===== src/rtl/a2d_spi_responder.sv =====
// rtl/a2d_spi_responder.sv - SPI responder modelling a three-channel A2D with one-frame response pipeline
module a2d_spi_responder #(
    parameter logic [2:0] LFT_CH  = 3'd0,
    parameter logic [2:0] RGHT_CH = 3'd4,
    parameter logic [2:0] BATT_CH = 3'd5
) (
    input  logic        clk,
    input  logic        rst,
    input  logic        SS_n,
    input  logic        SCLK,
    input  logic        MOSI,
    output logic        MISO,
    input  logic [11:0] ld_cell_lft,
    input  logic [11:0] ld_cell_rght,
    input  logic [11:0] batt,
    output logic [2:0]  cmd_ch,
    output logic [7:0]  conv_cnt,
    output logic        frame_err
);

    typedef enum logic [1:0] {WAIT_IDLE, IDLE, XFER} state_t;

    state_t      state, state_nxt;
    logic        ss_s1, ss_s2, ss_d;
    logic        sclk_s1, sclk_s2, sclk_d;
    logic        mosi_s1, mosi_s2;
    logic [1:0]  settle_cnt;
    logic [15:0] tx_shift;
    logic [15:0] rx_shift;
    logic [4:0]  bit_cnt;
    logic [11:0] result;
    logic [11:0] sel_val;
    logic        ss_fall, ss_rise, sclk_rise, sclk_fall;
    logic        load, rx_en, tx_en, done, abort;

    assign ss_fall   = ss_d & ~ss_s2;
    assign ss_rise   = ~ss_d & ss_s2;
    assign sclk_fall = sclk_d & ~sclk_s2;
    assign sclk_rise = ~sclk_d & sclk_s2;

    // Double-flop the SPI pins into clk and keep one more stage for edge detection
    always_ff @(posedge clk or posedge rst) begin
        if (rst) begin
            ss_s1   <= 1'b1;
            ss_s2   <= 1'b1;
            ss_d    <= 1'b1;
            sclk_s1 <= 1'b1;
            sclk_s2 <= 1'b1;
            sclk_d  <= 1'b1;
            mosi_s1 <= 1'b0;
            mosi_s2 <= 1'b0;
        end else begin
            ss_s1   <= SS_n;
            ss_s2   <= ss_s1;
            ss_d    <= ss_s2;
            sclk_s1 <= SCLK;
            sclk_s2 <= sclk_s1;
            sclk_d  <= sclk_s2;
            mosi_s1 <= MOSI;
            mosi_s2 <= mosi_s1;
        end
    end

    // Select the analog value for the channel just addressed; LFT beats RGHT beats BATT on overlap
    always_comb begin
        sel_val = 12'h000;
        if (rx_shift[13:11] == LFT_CH)
            sel_val = ld_cell_lft;
        else if (rx_shift[13:11] == RGHT_CH)
            sel_val = ld_cell_rght;
        else if (rx_shift[13:11] == BATT_CH)
            sel_val = batt;
    end

    // Next-state logic and per-cycle strobes for the datapath
    always_comb begin
        state_nxt = state;
        load      = 1'b0;
        rx_en     = 1'b0;
        tx_en     = 1'b0;
        done      = 1'b0;
        abort     = 1'b0;
        case (state)
            // The sync chain holds its reset value for a few cycles, so only trust
            // SS_n high once the chain has refilled from the pin
            WAIT_IDLE: if (settle_cnt == 2'd3 && ss_s2 && ss_d) state_nxt = IDLE;
            IDLE: begin
                if (ss_fall) begin
                    state_nxt = XFER;
                    load      = 1'b1;
                end
            end
            XFER: begin
                if (ss_rise) begin
                    state_nxt = IDLE;
                    if (bit_cnt == 5'd16) done = 1'b1;
                    else                  abort = 1'b1;
                end else begin
                    rx_en = sclk_rise;
                    tx_en = sclk_fall && (bit_cnt != 5'd0);
                end
            end
            default: state_nxt = WAIT_IDLE;
        endcase
    end

    // State register
    always_ff @(posedge clk or posedge rst) begin
        if (rst) state <= WAIT_IDLE;
        else     state <= state_nxt;
    end

    // Shift registers, bit counter, captured result and frame status
    always_ff @(posedge clk or posedge rst) begin
        if (rst) begin
            settle_cnt <= 2'd0;
            tx_shift   <= 16'h0000;
            rx_shift   <= 16'h0000;
            bit_cnt    <= 5'd0;
            result     <= 12'h000;
            cmd_ch     <= 3'd0;
            conv_cnt   <= 8'd0;
            frame_err  <= 1'b0;
        end else begin
            if (state == WAIT_IDLE && settle_cnt != 2'd3)
                settle_cnt <= settle_cnt + 2'd1;
            frame_err <= abort;
            if (load) begin
                tx_shift <= {4'h0, result};
                rx_shift <= 16'h0000;
                bit_cnt  <= 5'd0;
            end
            if (rx_en) begin
                rx_shift <= {rx_shift[14:0], mosi_s2};
                if (bit_cnt != 5'd31) bit_cnt <= bit_cnt + 5'd1;
            end
            if (tx_en)
                tx_shift <= {tx_shift[14:0], 1'b0};
            if (done) begin
                cmd_ch   <= rx_shift[13:11];
                result   <= sel_val;
                conv_cnt <= conv_cnt + 8'd1;
            end
        end
    end

    assign MISO = (state == XFER) ? tx_shift[15] : 1'b0;

endmodule


===== config.mk =====
export PLATFORM = sky130hd
export DESIGN_NAME = a2d_spi_responder
export DESIGN_NICKNAME = d
export VERILOG_FILES = /design/src/rtl/a2d_spi_responder.sv
export SDC_FILE = /design/constraint.sdc
export NUM_CORES = 1
export LEC_CHECK = 0
export ABC_AREA = 1
export BUFFER_PORTS_ARGS = -buffer_cell sky130_fd_sc_hd__buf_2
export CORE_MARGIN = 2
export CORE_UTILIZATION = 49
export DETAILED_ROUTE_END_ITERATION = 8
export GPL_TIMING_DRIVEN = 0
export HOLD_SLACK_MARGIN = 0.15
export PLACE_DENSITY = 0.71
export SYNTH_ARGS = -nofsm -noshare
export SYNTH_HDL_FRONTEND = slang
export SYNTH_SLANG_ARGS = --single-unit

===== constraint.sdc =====
create_clock -name clk -period 4.5 [get_ports clk]
set_input_delay 0.225 -clock clk [delete_from_list [all_inputs] [get_ports clk]]
set_output_delay 0.225 -clock clk [all_outputs]
set_load 0.05 [all_outputs]

==> results.md, run 1 <==
* TritonCTS clock tree: done
* Synth cell types at 29
* Row count at 30
* CTS Buf Count at 9
* Initial antenna violation count at 0
* # clock sinks at between 70 and 80
* HPWL reported at the end of detailed placement at between 4000 and 5000 µm
* Leakage at just under 2 nW
* Port Buffers at 53
* DRC Markers at 0
* Final core occ at between 50% and 60%
* H-tree Lvls at 3
* Clk pwr share at roughly 34%
* Crit-path max FO at 10
* Syn Nets at 434
* Post-synthesis sequential area ratio at 53.1%
* Placed inst area at 0.00373 mm²
* Slew HR at roughly 43%
* CTS Root Cell: clkbuf_8
* Avg Vias per Cell at just over 5
* Mapped Cells at slightly below 400
* Crit path arrival time at approximately 1.8 ns
* Most frequent cell after synthesis: nand2_1
* Top cells by area in the synthesized netlist: dfrtp_1, nand2_1, nand3_1, dfstp_2, inv_1
* #FFs+latches synth at 71
* Final net count at between 500 and 600
* Mapped Area at 0.00336 mm²
* Largest family of logic cells by synthesized area: simple AND/OR/NAND/NOR gates
* Post-synthesis mux area share at 0.335%
* HP Class: in -> reg
* Total grt overflow at 0
* Compound-gate portion of the synthesized area at ~4.7%
* I/O pin count at between 50 and 60
* Synthesis Warnings at 0
* Worst slew pin tran at about 0.85 ns
* Width of the chip at approximately 87 µm
* Worst r2r src: bit_cnt[0]$_DFF_PP0_
* Final wirelength at between 6000 and 7000 µm
* Hold Buf Count CTS at 4
* Post-Synth XOR/XNOR Area at 1.30%
* Gate power share at 16.4%
* Area delta synth->final at 18.2%
* Die ar. at 0.00754 mm²
* Part of the power in registers at 49.6%
* Tmin final at 1.56 ns
* Number of max-cap violations at 0
* Post-Place Cells at around 520
* Final Cycle Share at 34.6%
* Peak VDD IR at ~0.23 mV
* Worst Hold End: result[7]$_DFFE_PP0P_
* Hold Violations, Final at 0
* Vias in the first global route at roughly 2700
* Post-route insts no fill at between 500 and 600
* Routed length per instance at 12.9 µm
* First-pass GRT wire length at 12200 µm
* Yosys top cell area share at 48.4%
* Reg2reg path depth at 7
* Critical Path Sink Type: flop
* Clk_skew at 0.0123 ns
* Core area at between 0.006 and 0.007 mm²
* F_max at around 0.64 GHz
* Internal at 1.07 mW
* Worst skew pair latency at about 0.35 ns
* Synth area leader: dfrtp_1
* RSZ-0062 raised after global routing: no
* Global placer's final weighted congestion at ~0.80
* FFs w/ async S/R, synth at 100%
* 1st-iter DRT viols at 186
* Worst hold stages at 5
* Largest net degree at the start of global routing at just over 70
* Design area at ~0.004 mm²
* Die height at ~87 µm
* Detail Route Antenna Nets at 0
* Primary FF master, synth: dfrtp_1
* Number of synthesized flops with an enable pin at 0
* Clock Tree Buf Depth at 2
* Top cells by count, synth: nand2_1, dfrtp_1, nand3_1, inv_1, nand4_1
* Hold_sp: ld_cell_rght[7]
* Crit path required time at 4.73 ns
* Clock transition at the registers of the reported paths at roughly 0.080 ns
* Inserted Diodes at 0
* Proportion of layout cells with a drive suffix above 1 at between 20 and 30%
* Total power at between 1.5 and 2 mW
* Final Max Slew Viols at 0
* Setup TNS at 0 ns
* Switching pwr at 0.459 mW
* Outcome: complete, no violations
* FF-to-FF End: tx_shift[2]$_DFFE_PP0P_
* Syn avg cell area at slightly below 9 µm²
* Routed vias at around 2800
* Total GRT Usage at roughly a fifth
* R2R Setup Slk at 2.94 ns
* Setup violations, final at 0
* Sw Ratio at between 20% and 30%
* Router iterations before antenna repair at 4
* PwrDens at ~390 mW/mm²
* Post-Synth Adder-Cell Area at roughly 1.9%
* CTS resizes at 0
* Initial Utilization at about half
* Post-synthesis simple-gate area fraction at around 31%
* WS Path Type: reg -> reg
* Startpoint types: flop
* Post-CTS Setup Inserts at 0
-- logic make-up after synthesis --
logic type | count (synthesis)
AOI/OAI and AO/OA | 28
xor gates and xnor gates | 5
adders and majority gates | 5
buffers and inverters | 56
DFF | 71
muxes | 1
and+or+nand+nor | 222
-- final cells by class --
cell class | instances | area (µm²)
Buffer | 17 | 104
Clock buffer | 9 | 124
Clock inverter | 7 | 78.8
Fill cell | 591 | 2750
Inverter | 39 | 149
Multi-Input combinational cell | 261 | 1330
Sequential cell | 71 | 1780
Tap cell | 80 | 100
Timing Repair Buffer | 57 | 305
-- registers in the layout, indices dropped and copies added, names as in the netlist, 2 cells and up --
name	flops
settle_cnt	2
tx_shift	16
result	12
cmd_ch	3
state	2
rx_shift	14
conv_cnt	8
bit_cnt	5
-- worst max-delay path, cell delays in order, from the launching register on --
cell and delay, ns:
dfrtp_1 0.42, inv_1 0.08, ha_1 0.23, nand3_2 0.17, nand3_2 0.18, buf_4 0.22, nand3_1 0.07, nand3_1 0.07
-- cell usage in the layout (no fill, tap or decap), drive strengths merged --
| cell type | instances |
|---|---|
| nor3 | 5 |
| bufinv | 1 |
| o22ai | 13 |
| xor2 | 3 |
| inv | 41 |
| nand2 | 126 |
| nor2 | 10 |
| ha | 5 |
| clkbuf | 12 |
| mux2 | 1 |
| clkinvlp | 3 |
| nand3 | 63 |
| a21oi | 1 |
| clkinv | 1 |
| nand4 | 15 |
| dfstp | 6 |
| dfrtp | 65 |
| buf | 67 |
| dlygate4sd3 | 4 |
| nand3b | 3 |
| xnor2 | 2 |
| o21ai | 14 |
-- stage by stage --
step	setup slack [ns]	hold WS, ns
floorplan	2.49	0.229
global placement	1.62	0.330
detailed placement	2.96	0.331
CTS	2.97	0.160
global route	2.83	0.188
finish	2.94	0.172
-- layer usage --
metal	vias up	track usage (%)	wire length (µm)
li1	1408	-	-
met1	1312	29.0	3320
met2	41	31.6	3310
met3	12	3.62	209
met4	0	8.52	129
met5	-	0	0
-- power groups by stage --
stage / Combinational [mW] / Sequential (mW) / Clock, mW
2_1_floorplan: 0.188 / 0.765 / 0
3_3_place_gp: 0.240 / 0.771 / 0
3_5_place_dp: 0.249 / 0.774 / 0
4_1_cts: 0.253 / 0.761 / 0.534
5_1_grt: 0.287 / 0.772 / 0.562
6_report: 0.252 / 0.761 / 0.521
-- worst max-delay path by stage --
stage | from | end | slack [ns] | cells past startpoint
floorplan | rst | bit_cnt[0]$_DFF_PP0_ | 2.49 | 1
global placement | rst | result[2]$_DFFE_PP0P_ | 1.62 | 2
detailed placement | bit_cnt[0]$_DFF_PP0_ | tx_shift[4]$_DFFE_PP0P_ | 2.96 | 7
CTS | bit_cnt[0]$_DFF_PP0_ | tx_shift[4]$_DFFE_PP0P_ | 2.97 | 7
global route | bit_cnt[0]$_DFF_PP0_ | tx_shift[2]$_DFFE_PP0P_ | 2.83 | 7
finish | bit_cnt[0]$_DFF_PP0_ | tx_shift[2]$_DFFE_PP0P_ | 2.94 | 7
Note: power is estimated with default switching activity, not from simulation.
==> run 2, diff against run 1 <==
--- a/config.mk
+++ b/config.mk
@@ -12,7 +12,7 @@
 export DETAILED_ROUTE_END_ITERATION = 8
 export GPL_TIMING_DRIVEN = 0
 export HOLD_SLACK_MARGIN = 0.15
-export PLACE_DENSITY = 0.71
+export PLACE_DENSITY = 0.73
 export SYNTH_ARGS = -nofsm -noshare
 export SYNTH_HDL_FRONTEND = slang
 export SYNTH_SLANG_ARGS = --single-unit
==> constraint.sdc (replaced) <==
create_clock -name clk -period 1.4 [get_ports clk]
set_input_delay 0.07 -clock clk [delete_from_list [all_inputs] [get_ports clk]]
set_output_delay 0.07 -clock clk [all_outputs]
set_load 0.05 [all_outputs]
==> results.md, run 2 (synthesized netlist as in run 1, its figures left out) <==
* Initial antenna violation count at 0 (unchanged)
* Tmin final at 1.42 ns (-0.136 ns)
* F_max at 0.703 GHz (+9.6%)
* Failing checks: setup timing
* Setup TNS at -0.0673 ns (-0.0673 ns)
* Proportion of layout cells with a drive suffix above 1 at 35.3% (+10 points)
* Placed inst area at 0.00378 mm² (+1.3%)
* Clock Tree Buf Depth at 2 (unchanged)
* Fill cell count at 429 (-27%)
* Initial Utilization at 50.0% (unchanged)
* Crit-path max FO at 8 (-2)
* WS Path Type: reg -> reg
* Peak VDD IR at 0.566 mV (+150%)
* Commonest non-fill, non-tap cells in the layout: nand2_1, dfrtp_1, buf_2
* Final Cycle Share at 102% (+67 points)
* Detail Route Antenna Nets at 0 (unchanged)
* Crit path required time at 1.67 ns (-3.06 ns)
* Routed vias at 3302 (+19%)
* Avg Vias per Cell at 5.51 (+7.5%)
* Max FFs per register at 16 (unchanged)
* Global placer's final weighted congestion at 0.774 (-3.3%)
* Setup violations, final at 7 (+7)
* Area delta synth->final at 45.8%
* I/O pin count at 54 (unchanged)
* Die ar. at 0.00754 mm² (unchanged)
* Number of max-cap violations at 0 (unchanged)
* Outcome: finished, violations left
* # clock sinks at 71 (unchanged)
* Multi-input gate area at 0.00160 mm² (+21%)
* Post-Place Cells at 523 (+0.38%)
* Clk_skew at 0.00581 ns (-0.00646 ns)
* Clock transition at the registers of the reported paths at 0.08 ns (about the same)
* Final Max Slew Viols at 0 (unchanged)
* Final net count at 560 (+12%)
* Top reg by flops: tx_shift
* Hold Violations, Final at 0 (unchanged)
* Total GRT Usage at 24.3% (+3.7 points)
* Register area at 0.00179 mm² (about the same)
* Total grt overflow at 0 (unchanged)
* Pre-CTS setup slack at -0.156 ns (-3.12 ns)
* TritonCTS clock tree: done
* Crit path arrival time at 1.69 ns (-0.10 ns)
* Design area at 0.00490 mm² (+23%)
* Post-route insts no fill at 599 (+11%)
* Worst skew pair latency at 0.35 ns (about the same)
* Final worst slack at -0.0216 ns (-2.96 ns)
* Die height at 86.8 µm (unchanged)
* Slew HR at 63.7% (+20 points)
* Leakage at 2.39 nW (+20%)
* Final wirelength at 9340 µm (+34%)
* PwrDens at 1110 mW/mm² (+190%)
* CTS Buf Count at 9 (unchanged)
* Row count at 30 (unchanged)
* Port Buffers at 53 (unchanged)
* H-tree Lvls at 3 (unchanged)
* Width of the chip at 86.8 µm (unchanged)
* Biggest regs: tx_shift x16, rx_shift x14, result x12
* Inserted Diodes at 0 (unchanged)
* Core area at 0.00672 mm² (unchanged)
* Vias in the first global route at 3082 (+16%)
* HPWL reported at the end of detailed placement at 5230 µm (+4.6%)
* CTS Root Cell: clkbuf_8
* RSZ-0062 raised after global routing: yes
* Startpoint types: flop
* Critical Path Sink Type: flop
* HP Class: in -> async
* Commonest non-fill, non-tap cell in the layout: nand2_1
* Total power at 5.44 mW (+250%)
* Router iterations before antenna repair at 4 (unchanged)
* DRC Markers at 0 (unchanged)
* First-pass GRT wire length at 14200 µm (+17%)
* Routed length per instance at 15.6 µm (+21%)
* Worst slew pin tran at 0.544 ns (-0.305 ns)
* 1st-iter DRT viols at 282 (+52%)
* Largest net degree at the start of global routing at 29 (-60%)
run 2: cell types whose count changed in the layout (fill, tap and decap cells not counted), moves of 4 or more:
cell           change
dlygate4sd3_1     +36
nand3_1           -19
nand3_2           +15
buf_6             +13
buf_4             +12
o22ai_1           -10
o22ai_2            +8
buf_2              -7
nand2_1            -6
nand3_4            +4
run 2: layer usage:
metal	global-route usage [%]	wire length, µm	share of wire [%]	vias up
met5	0	0	0	-
met4	13.9	420	4.5	0
met3	3.62	399	4.3	43
met2	38.4	4820	52	134
met1	32.0	3690	40	1598
li1	-	-	-	1527
run 2: worst max-delay path, cell delays in order (launching register included):
cell     delay [ns]
dfrtp_1        0.43
ha_2           0.23
nand2_2        0.09
nor2_4         0.04
ha_4           0.17
nor2_4         0.19
nand2_1        0.09
o21ai_1        0.10
run 2: stage by stage:
step           hold WS, ns  util, %
2_1_floorplan       0.0745        -
3_3_place_gp         0.175     55.5
4_1_cts              0.309     66.8
5_1_grt              0.361     72.9
6_report             0.312     72.9
3_5_place_dp         0.149     56.2
run 2: repair_timing:
action	in CTS	in global routing
buffers inserted	7	10
hold buffers	40	0
pin swaps	4	13
hold endpoints to repair	80	0
setup endpoints to repair	46	54
resized for setup	16	74
cloned	0	3
run 2: area by class of cell:
class	instances	share of cell area [%]
sequential	71	36.4
multi-input combinational	261	32.7
timing repair buffer	115	18.5
buffer	17	3.22
inverter	39	3.11
clock buffer	9	2.53
tap	80	2.04
clock inverter	7	1.48
run 2: final timing paths:
kind                       depth (start not counted)  slack, ns                  from                    end
min in group clk                                   2       0.35                  SCLK      sclk_s1$_DFF_PP1_
max                                                7      -0.02  bit_cnt[0]$_DFF_PP0_   bit_cnt[4]$_DFF_PP0_
max reg2reg                                        7      -0.02  bit_cnt[0]$_DFF_PP0_   bit_cnt[4]$_DFF_PP0_
max in group asynchronous                          4       0.49                   rst         ss_d$_DFF_PP1_
min                                                3       0.31                   rst  cmd_ch[1]$_DFFE_PP0P_
min reg2reg                                        0       0.36       ss_s1$_DFF_PP1_        ss_s2$_DFF_PP1_
run 2: where the power goes:
group,total [mW],internal [mW],switching [mW]
logic,1.32,0.628,0.687
registers,2.48,2.31,0.176
clock network,1.64,0.825,0.820
total,5.44,3.76,1.68
==> run 3, diff against run 2 <==
--- a/config.mk
+++ b/config.mk
@@ -5,14 +5,13 @@
 export SDC_FILE = /design/constraint.sdc
 export NUM_CORES = 1
 export LEC_CHECK = 0
-export ABC_AREA = 1
 export BUFFER_PORTS_ARGS = -buffer_cell sky130_fd_sc_hd__buf_2
 export CORE_MARGIN = 2
 export CORE_UTILIZATION = 49
 export DETAILED_ROUTE_END_ITERATION = 8
 export GPL_TIMING_DRIVEN = 0
 export HOLD_SLACK_MARGIN = 0.15
-export PLACE_DENSITY = 0.73
+export PLACE_DENSITY = 0.74
 export SYNTH_ARGS = -nofsm -noshare
 export SYNTH_HDL_FRONTEND = slang
 export SYNTH_SLANG_ARGS = --single-unit
==> results.md, run 3 <==
* Final wirelength at 9100 µm (-2.5%)
* Reg2reg path depth at 6 (-1)
* Proportion of layout cells with a drive suffix above 1 at 48.1% (+13 points)
* Clock transition at the registers of the reported paths at 0.09 ns (about the same)
* Die ar. at 0.00744 mm² (-1.3%)
* FFs w/ async S/R, synth at 100% (unchanged)
* I/O pin count at 54 (unchanged)
* Switching pwr at 1.27 mW (-24%)
* Final Cycle Share at 132% (+30 points)
* Clk pwr share at 39.2% (+9.0 points)
* Worst r2r src: bit_cnt[1]$_DFF_PP0_
* Startpoint types: flop
* Fill cell count at 375 (-13%)
* Total power at 4.84 mW (-11%)
* RSZ-0062 raised after global routing: yes
* Gate power share at 16.1% (-8.1 points)
* Failing checks: setup timing
* Router iterations before antenna repair at 4 (unchanged)
* Top delay family on crit path: simple AND/OR/NAND/NOR gates
* First-pass GRT wire length at 13700 µm (-4.1%)
* WS Path Type: reg -> reg
* Worst hold stages at 4
* F_max at 0.542 GHz (-23%)
* Peak VDD IR at 0.590 mV (+4.2%)
* Commonest non-fill, non-tap cell in the layout: dfrtp_1
* Max FFs per register at 16 (unchanged)
* Synthesis Warnings at 0 (unchanged)
* Area delta synth->final at 47.8%
* HP Class: in -> reg
* Mapped Cells at 274 (-29%)
* Hold_sp: batt[5]
* TritonCTS clock tree: done
* Initial antenna violation count at 0 (unchanged)
* Top cells by count, synth: dfrtp_1, a22o_1, inv_1, nand2_1
* Worst Hold End: result[5]$_DFFE_PP0P_
* Top cells by area in the synthesized netlist: dfrtp_1, a22o_1, dfstp_2, mux2_1, mux2_2
* Syn avg cell area at 12.1 µm² (+40%)
* Most frequent cell after synthesis: dfrtp_1
* Yosys top cell area share at 49.1% (+0.69 points)
* CP peak stage delay at 0.42 ns (about the same)
* Clk_skew at 0.0108 ns (+0.00495 ns)
* CTS Root Cell: clkbuf_8
* Multi-input gate area at 0.00168 mm² (+4.5%)
* Tmin final at 1.84 ns (+0.422 ns)
* R2R Setup Slk at -0.44 ns (-0.42 ns)
* Top reg by flops: tx_shift
* Design area at 0.00490 mm² (-0.10%)
* #FFs+latches synth at 71 (unchanged)
* Synth area leader: dfrtp_1
* Inserted Diodes at 0 (unchanged)
* Routed length per instance at 19.0 µm (+22%)
* Vias in the first global route at 2774 (-10%)
* Slowest stage cell on the critical path: dfrtp_1
* Clock Tree Buf Depth at 2 (unchanged)
* CTS Buf Count at 9 (unchanged)
* Final worst slack at -0.443 ns (-0.422 ns)
* Syn Nets at 320 (-26%)
* PwrDens at 988 mW/mm² (-11%)
* Critical-path cell list: ha_2, and3_4, ha_4, or3b_4, o311ai_2, o21ai_1
* Commonest non-fill, non-tap cells in the layout: dfrtp_1, buf_2, buf_4, a22o_1, buf_6
* Synth cell types at 40 (+38%)
* # clock sinks at 71 (unchanged)
* Crit-path max FO at 3 (-5)
* Total GRT Usage at 24.2% (-0.14 points)
* Initial Utilization at 51.3% (+1.3 points)
* Register area at 0.00179 mm² (+0.21%)
* Leakage at 2.47 nW (+3.1%)
* Critical Path Sink Type: flop
* Biggest regs: tx_shift x16, rx_shift x14, result x12
* Internal at 3.57 mW (-5.1%)
* 1st-iter DRT viols at 171 (-39%)
* FF-to-FF End: bit_cnt[0]$_DFF_PP0_
* Crit path arrival time at 2.09 ns (+0.40 ns)
* Avg Vias per Cell at 5.66 (+2.7%)
* Width of the chip at 86.2 µm (-0.67%)
* H-tree Lvls at 3 (unchanged)
* Sw Ratio at 26.3% (-4.6 points)
* Placed inst area at 0.00387 mm² (+2.3%)
* Port Buffers at 53 (unchanged)
* Worst skew pair latency at 0.36 ns (about the same)
* Mapped Area at 0.00331 mm² (-1.4%)
* Hold Violations, Final at 0 (unchanged)
* Crit path required time at 1.64 ns (-0.03 ns)
* Part of the power in registers at 44.7% (-0.9 points)
* Die height at 86.2 µm (-0.67%)
* Setup violations, final at 60 (+53)
* Final net count at 442 (-21%)
* Setup TNS at -17.48 ns (-17.42 ns)
* Row count at 29 (-3.3%)
* Setup crit start: bit_cnt[1]$_DFF_PP0_
* Routed vias at 2706 (-18%)
* Slew HR at 43.2% (-20 points)
* Total grt overflow at 0 (unchanged)
* Largest net degree at the start of global routing at 40 (+38%)
* CP Buf/Inv Count at 0 (unchanged)
* Primary FF master, synth: dfrtp_1
* HPWL reported at the end of detailed placement at 4990 µm (-4.5%)
* Core area at 0.00646 mm² (-3.9%)
* Detail Route Antenna Nets at 0 (unchanged)
* Post-synthesis sequential area ratio at 53.9% (+0.76 points)
* Worst slew pin tran at 0.851 ns (+0.307 ns)
* Number of synthesized flops with an enable pin at 0 (unchanged)
* Number of max-cap violations at 0 (unchanged)
* Global placer's final weighted congestion at 0.820 (+6.0%)
* DRC Markers at 0 (unchanged)
* Outcome: finished, violations left
* Final Max Slew Viols at 0 (unchanged)
## run 3: cell types whose count changed in the layout (fill, tap and decap cells not counted), sizes merged, moves of 5 or more
| cell | previous run | this run |
|---|---|---|
| a221o | 0 | 11 |
| a22o | 0 | 24 |
| and2 | 0 | 12 |
| buf | 88 | 104 |
| dlygate4sd3 | 40 | 16 |
| inv | 38 | 18 |
| mux2 | 1 | 26 |
| mux2i | 0 | 12 |
| nand2 | 126 | 15 |
| nand3 | 63 | 5 |
| nand4 | 15 | 3 |
| o21ai | 14 | 2 |
| o22ai | 13 | 0 |
| xor2 | 3 | 8 |
## run 3: logic make-up (layout without fill, tap and decap cells)
| kind of cell | after synthesis | count (layout) | synth area share [%] |
|---|---|---|---|
| AO/OA/AOI/OAI | 45 | 45 | 11.8 |
| adder cells (fa/ha/maj) | 5 | 5 | 1.89 |
| flip-flops | 71 | 71 | 53.9 |
| XOR/XNOR | 9 | 9 | 2.38 |
| AND/OR/NAND/NOR | 73 | 73 | 13.4 |
| buffers and inverters | 33 | 160 | 4.27 |
| multiplexers | 38 | 38 | 12.5 |
## run 3: worst max-delay path by stage
stage                            end  cells past startpoint  slack [ns]
2_1_floorplan   bit_cnt[2]$_DFF_PP0_                      6       -0.33
3_3_place_gp   result[6]$_DFFE_PP0P_                      8       -0.45
3_5_place_dp   result[2]$_DFFE_PP0P_                      8       -0.46
4_1_cts         bit_cnt[2]$_DFF_PP0_                      6       -0.45
5_1_grt         bit_cnt[2]$_DFF_PP0_                      6       -0.52
6_report        bit_cnt[0]$_DFF_PP0_                      6       -0.44
## run 3: repair_timing
action,CTS,global route
endpoints found under the hold margin,48,0
cloned,2,0
setup endpoints to repair,60,62
hold buffers,16,0
pin swaps,13,9
gates resized for setup,41,25
setup buffers,31,9
## run 3: through the flow
step	setup WS, ns	hold slack (ns)	instances	utilization [%]
3_5_place_dp	-0.465	0.176	405	59.9
2_1_floorplan	-0.326	0.0745	274	-
5_1_grt	-0.516	0.191	478	75.8
4_1_cts	-0.451	0.167	469	73.1
6_report	-0.443	0.169	478	75.8
3_3_place_gp	-0.446	0.175	404	59.6
## run 3: worst min-delay path: stages
cell and delay (ns):
buf_2 0.07, mux2_2 0.13, a22o_1 0.11, a22o_1 0.11
## run 3: cell type report
cell class                 instances  share of cell area [%]
tap                               77                    1.97
timing repair buffer             112                    18.0
sequential                        71                    36.5
inverter                          17                    1.38
clock inverter                     7                    2.12
clock buffer                       9                    2.53
multi-input combinational        170                    34.2
buffer                            15                    3.27
## run 3: layer usage
| layer | share of wire, % | wire length [µm] | track usage (%) | vias to the layer above |
|---|---|---|---|---|
| met1 | 42 | 3840 | 30.5 | 1378 |
| met3 | 4.9 | 450 | 4.76 | 16 |
| li1 | - | - | - | 1233 |
| met2 | 51 | 4630 | 40.1 | 79 |
| met5 | 0 | 0 | 0 | - |
| met4 | 2.0 | 182 | 11.9 | 0 |
## run 3: power by group through the flow
stage / registers [mW] / logic (mW) / clock network, mW
5_1_grt: 2.17 / 0.825 / 1.98
3_5_place_dp: 2.21 / 0.424 / 0
3_3_place_gp: 2.20 / 0.404 / 0
4_1_cts: 2.16 / 0.645 / 1.89
2_1_floorplan: 2.19 / 0.291 / 0
6_report: 2.16 / 0.778 / 1.90
